[config.mk]
export PLATFORM = sky130hd
export DESIGN_NAME = event_flasher
export DESIGN_NICKNAME = d
export VERILOG_FILES = /design/src/rtl/ui_pkg.sv /design/src/rtl/cycle_timer.sv /design/src/rtl/event_flasher.sv
export SDC_FILE = /design/constraint.sdc
export NUM_CORES = 1
export LEC_CHECK = 0
export ABC_CLOCK_PERIOD_IN_PS = 4100
export BUFFER_PORTS_ARGS = -buffer_cell sky130_fd_sc_hd__buf_2
export CAP_MARGIN = 0
export CORE_MARGIN = 1
export CORE_UTILIZATION = 60
export DETAILED_ROUTE_END_ITERATION = 7
export HOLD_SLACK_MARGIN = 0.1
export PLACE_DENSITY = 0.89
export SLEW_MARGIN = 0
export SYNTH_ARGS = -nofsm -noshare
export SYNTH_HDL_FRONTEND = slang
export SYNTH_SLANG_ARGS = --single-unit
[constraint.sdc]
create_clock -name clk -period 4.1 [get_ports clk]
set_clock_uncertainty 0.2 [all_clocks]
set_input_delay 0.41 -clock clk [delete_from_list [all_inputs] [get_ports clk]]
set_output_delay 0.41 -clock clk [all_outputs]
set_load 0.05 [all_outputs]
[src/rtl/ui_pkg.sv]
// Shared UI definitions: flasher FSM encoding, system clock rate and timing helpers.
package ui_pkg;

  typedef enum logic [1:0] {
    IDLE = 2'd0,
    ON   = 2'd1,
    GAP  = 2'd2
  } flash_state_t;

  localparam int CLK_HZ = 100_000_000;

  function automatic int ms_to_cycles(input int ms);
    return (CLK_HZ / 1000) * ms;
  endfunction

  // Counter holds at most max(on,off)-1, so clog2(max) bits suffice; keep at least 1 bit.
  function automatic int timer_width(input int on_cycles, input int off_cycles);
    int m;
    m = (on_cycles > off_cycles) ? on_cycles : off_cycles;
    return (m > 1) ? $clog2(m) : 1;
  endfunction

endpackage

[src/rtl/cycle_timer.sv]
// Loadable down-counter: counts to zero and holds there; done is high while the count is zero.
module cycle_timer #(
  parameter int W = 8
) (
  input  logic         clk,
  input  logic         reset,
  input  logic         load,
  input  logic [W-1:0] load_val,
  output logic         done
);

  logic [W-1:0] count;

  always_ff @(posedge clk or posedge reset) begin
    if (reset) begin
      count <= '0;
    end else if (load) begin
      count <= load_val;
    end else if (count != '0) begin
      count <= count - 1'b1;
    end
  end

  assign done = (count == '0);

endmodule

[src/rtl/event_flasher.sv]
// Turns single-cycle event pulses into one fixed-length flash each, queueing events
// that arrive mid-flash in a saturating counter with a sticky overflow flag.
module event_flasher
  import ui_pkg::*;
#(
  parameter int ON_CYCLES  = ms_to_cycles(50),
  parameter int OFF_CYCLES = ms_to_cycles(50),
  parameter int PEND_W     = 4
) (
  input  logic              clk,
  input  logic              reset,
  input  logic              pulse_in,
  input  logic              clear,
  output logic              led_out,
  output logic              busy,
  output logic [PEND_W-1:0] pending,
  output logic              overflow
);

  localparam int TW = timer_width(ON_CYCLES, OFF_CYCLES);
  localparam logic [TW-1:0] ON_LOAD  = TW'(ON_CYCLES - 1);
  localparam logic [TW-1:0] OFF_LOAD = TW'(OFF_CYCLES - 1);

  flash_state_t  state;
  logic          tmr_load;
  logic [TW-1:0] tmr_val;
  logic          tmr_done;
  logic          start;
  logic          inc;

  cycle_timer #(.W(TW)) u_timer (
    .clk      (clk),
    .reset    (reset),
    .load     (tmr_load),
    .load_val (tmr_val),
    .done     (tmr_done)
  );

  // A flash may begin from IDLE any time, or straight out of an expiring gap.
  assign start = !clear && (pending != '0) &&
                 ((state == IDLE) || ((state == GAP) && tmr_done));
  assign inc   = pulse_in && !clear;

  always_comb begin
    tmr_load = 1'b0;
    tmr_val  = '0;
    if (clear) begin
      tmr_load = 1'b1;
    end else if (start) begin
      tmr_load = 1'b1;
      tmr_val  = ON_LOAD;
    end else if ((state == ON) && tmr_done) begin
      tmr_load = 1'b1;
      tmr_val  = OFF_LOAD;
    end
  end

  always_ff @(posedge clk or posedge reset) begin
    if (reset) begin
      state    <= IDLE;
      led_out  <= 1'b0;
      pending  <= '0;
      overflow <= 1'b0;
    end else if (clear) begin
      state    <= IDLE;
      led_out  <= 1'b0;
      pending  <= '0;
      overflow <= 1'b0;
    end else begin
      case (state)
        IDLE: if (start) begin
          state   <= ON;
          led_out <= 1'b1;
        end
        ON: if (tmr_done) begin
          state   <= GAP;
          led_out <= 1'b0;
        end
        GAP: if (start) begin
          state   <= ON;
          led_out <= 1'b1;
        end else if (tmr_done) begin
          state   <= IDLE;
        end
        default: begin
          state   <= IDLE;
          led_out <= 1'b0;
        end
      endcase

      // A simultaneous increment and start cancel out, which also covers saturation.
      if (inc && !start) begin
        if (pending == '1) overflow <= 1'b1;
        else               pending  <= pending + 1'b1;
      end else if (start && !inc) begin
        pending <= pending - 1'b1;
      end
    end
  end

  assign busy = (state != IDLE);

endmodule
==> impl_metrics.env <==
export IMPL_ys_seq_area_frac=0.4273
export IMPL_num_antenna_cells=0
export IMPL_grt_pass1_vias=1438
export IMPL_overflow=0
export IMPL_fp_dieW_um=57.01
export IMPL_critical_path_class="reg2reg"
export IMPL_grt_pass1_wl_um=6292
export IMPL_relSlewSlack=0.2490
export IMPL_via_count=1508
export IMPL_post_route_min_period_ns=3.691
export IMPL_seq_power_share=0.318
export IMPL_synth_edff_count=0
export IMPL_worst_pin_slew_ns=1.125
export IMPL_fin_crit_sh=0.9003
export IMPL_synth_area_per_cell_um2=9.310
export IMPL_port_buffers=10
export IMPL_finalSetupViolations=0
export IMPL_hold_viol=0
export IMPL_final_cell_mix="31 x dfrtp_1, 29 x nor2_1, 14 x a21oi_1, 14 x xnor2_1"
export IMPL_place_congestion=0.8638
export IMPL_htree_levels=2
export IMPL_holdBufCountCts=0
export IMPL_ys_types=47
export IMPL_p_int_w=0.0009104
export IMPL_drv_slew=0
export IMPL_drive_above_1_share=0.1505
export IMPL_arrival_ns=3.77
export IMPL_p_sw_w=0.0007508
export IMPL_ioPinCount=11
export IMPL_drc_errors=0
export IMPL_worst_setup_path_start_kind="flop"
export IMPL_cp_required_ns=4.18
export IMPL_drtAntennaViolNets=0
export IMPL_totalWireLength_um=3637
export IMPL_reg2regPathDepth=11
export IMPL_drv_cap=0
export IMPL_dp_hpwl_um=2608
export IMPL_first_pass_iters=4
export IMPL_start_util=0.6472
export IMPL_drt_iter0_drc=44
export IMPL_rsz0062_at_grt="no"
export IMPL_clk_path_buf_depth=2
export IMPL_p_per_area_nw_per_um2=849.4
export IMPL_cts_tree="yes"
export IMPL_min_path_type="in2async"
export IMPL_cts_reportedPaths_clkPinSlew_ns=0.10
export IMPL_core_um2=2805
export IMPL_met1_usage=0.3210
export IMPL_timing_rr_start="u_timer.count[9]"
export IMPL_synth_warnings=0
export IMPL_cts_setup_buffers=0
export IMPL_peakVddDrop_v=0.0005427
export IMPL_met2_usage=0.4168
export IMPL_die_area_um2=3250
export IMPL_status="finished, final reports clean"
export IMPL_met3_usage=0.06122
export IMPL_critPathCaptureType="flop"
export IMPL_cts_buffers=5
export IMPL_power_w=0.001661
export IMPL_fill_cells=219
export IMPL_fin_setup_tns_ns=0
export IMPL_grtUsageTotal=0.2538
export IMPL_final_common_cell="dfrtp_1"
export IMPL_clk_latency_ns=0.33
export IMPL_r2r_end="pending[3]"
export IMPL_fin_nets=213
export IMPL_antenna_found_initial=0
export IMPL_p_leak_nw=0.8578
export IMPL_cts_resized=0
export IMPL_synthesis_instances=195
export IMPL_wl_per_cell_um=15.35
export IMPL_row_count=19
export IMPL_clockRootBuffer="clkbuf_4"
export IMPL_crit_fanout=9
export IMPL_grt_max_degree=32
export IMPL_whs_ns=0.1495
export IMPL_power_switching_share=0.4520
export IMPL_synth_ff_type="dfrtp_1"
export IMPL_cts_sinks=31
export IMPL_pwr_share_comb=0.533
export IMPL_die_y_um=57.01
export IMPL_area_growth_pct=7.719
export IMPL_clock_fmax_mhz=270.9
export IMPL_syn_nets=203
export IMPL_synth_seq_cells=31
export IMPL_rrSetupSlack_ns=0.41
export IMPL_syn_area_um2=1815
export IMPL_clkPwrFrac=0.149
export IMPL_busiest_layer="met2"
export IMPL_synthArstFlopShare=1.000
export IMPL_vias_per_cell=6.363
-- power by group through the flow --
stage,Combinational [W],Clock [W],Sequential (W)
final,0.000885,0.000247,0.000529
after detailed placement,0.000877,0,0.000527
after global placement,0.000840,0,0.000523
after floorplan,0.000672,0,0.000575
after global routing,0.000972,0.000262,0.000546
after CTS,0.000884,0.000251,0.000526
-- area by class of cell --
class,instances,area (um^2),share of cell area
Clock buffer,6,51.30,0.02623
Clock inverter,2,35.03,0.01791
Inverter,8,30.03,0.01536
Multi-Input combinational cell,147,959.7,0.4907
Sequential cell,31,775.7,0.3967
Tap cell,31,38.79,0.01983
Timing Repair Buffer,12,65.06,0.03327
-- worst max-delay path by stage --
stage / start / end / slack, ns / cells past startpoint
global placement: u_timer.count[9] / pending[3] / 0.55 / 11
detailed placement: u_timer.count[9] / pending[3] / 0.43 / 11
floorplan: u_timer.count[9] / pending[3] / 0.65 / 13
CTS: u_timer.count[9] / pending[3] / 0.41 / 11
finish: u_timer.count[9] / pending[3] / 0.41 / 11
global route: u_timer.count[9] / pending[3] / 0.21 / 11
-- synth_stat cells (2+ instances only) --
cell / number / area share
inv_1: 8 / 0.017
nand2_1: 7 / 0.014
a211oi_1: 2 / 0.0083
dfrtp_1: 31 / 0.43
a221oi_1: 2 / 0.0097
xnor2_1: 14 / 0.068
nand2b_1: 2 / 0.0069
mux2i_1: 2 / 0.011
or3_1: 6 / 0.021
a21oi_1: 14 / 0.039
or4_4: 2 / 0.012
clkbuf_1: 5 / 0.010
nand3_1: 6 / 0.017
nand4_1: 5 / 0.017
o2111ai_1: 2 / 0.0097
ha_1: 3 / 0.021
xor2_1: 3 / 0.014
and3_1: 2 / 0.0069
or2_2: 5 / 0.017
nor4_1: 6 / 0.021
nor3_1: 10 / 0.028
a311oi_1: 4 / 0.019
nor2_1: 29 / 0.060
buf_6: 2 / 0.012
-- critical path: stages (launching register included) --
cell	delay [ns]
dfrtp_1	0.42
or4_4	0.54
or4_4	0.59
and3b_1	0.45
o21ai_4	0.11
nand2_1	0.11
or2_2	0.12
ha_1	0.26
a21oi_1	0.16
nand2_1	0.11
or4b_1	0.47
nand3_1	0.09
-- per-stage QoR --
step	setup slack (ns)	util	cell area [um^2]	instances
5_1_grt	0.2060	0.6971	1956	237
2_1_floorplan	0.6459	-	1815	195
4_1_cts	0.4102	0.6971	1956	237
3_5_place_dp	0.4322	0.6664	1869	229
3_3_place_gp	0.5535	0.6664	1869	229
6_report	0.4089	0.6971	1956	237
-- state kept, by name, indices dropped and copies added, names as in the netlist --
name,cells
u_timer.count,23
pending,4
led_out,1
overflow,1
state,2
-- logic make-up after synthesis --
kind of cell | Yosys count | synth area share
flip-flops | 31 | 0.4273
buffers and inverters | 17 | 0.04410
adder cells (fa/ha/maj) | 4 | 0.03170
AO/OA/AOI/OAI | 36 | 0.1461
XOR/XNOR | 17 | 0.08202
multiplexers | 2 | 0.01103
AND/OR/NAND/NOR | 88 | 0.2578
-- per-layer routing --
metal | share of wire | up-vias | wire length, um
met1 | 0.43 | 721 | 1580
met2 | 0.48 | 51 | 1757
li1 | - | 725 | -
met5 | 0 | - | 0
met4 | 0.026 | 0 | 95
met3 | 0.056 | 11 | 205
(Power assumes the default switching activity.)
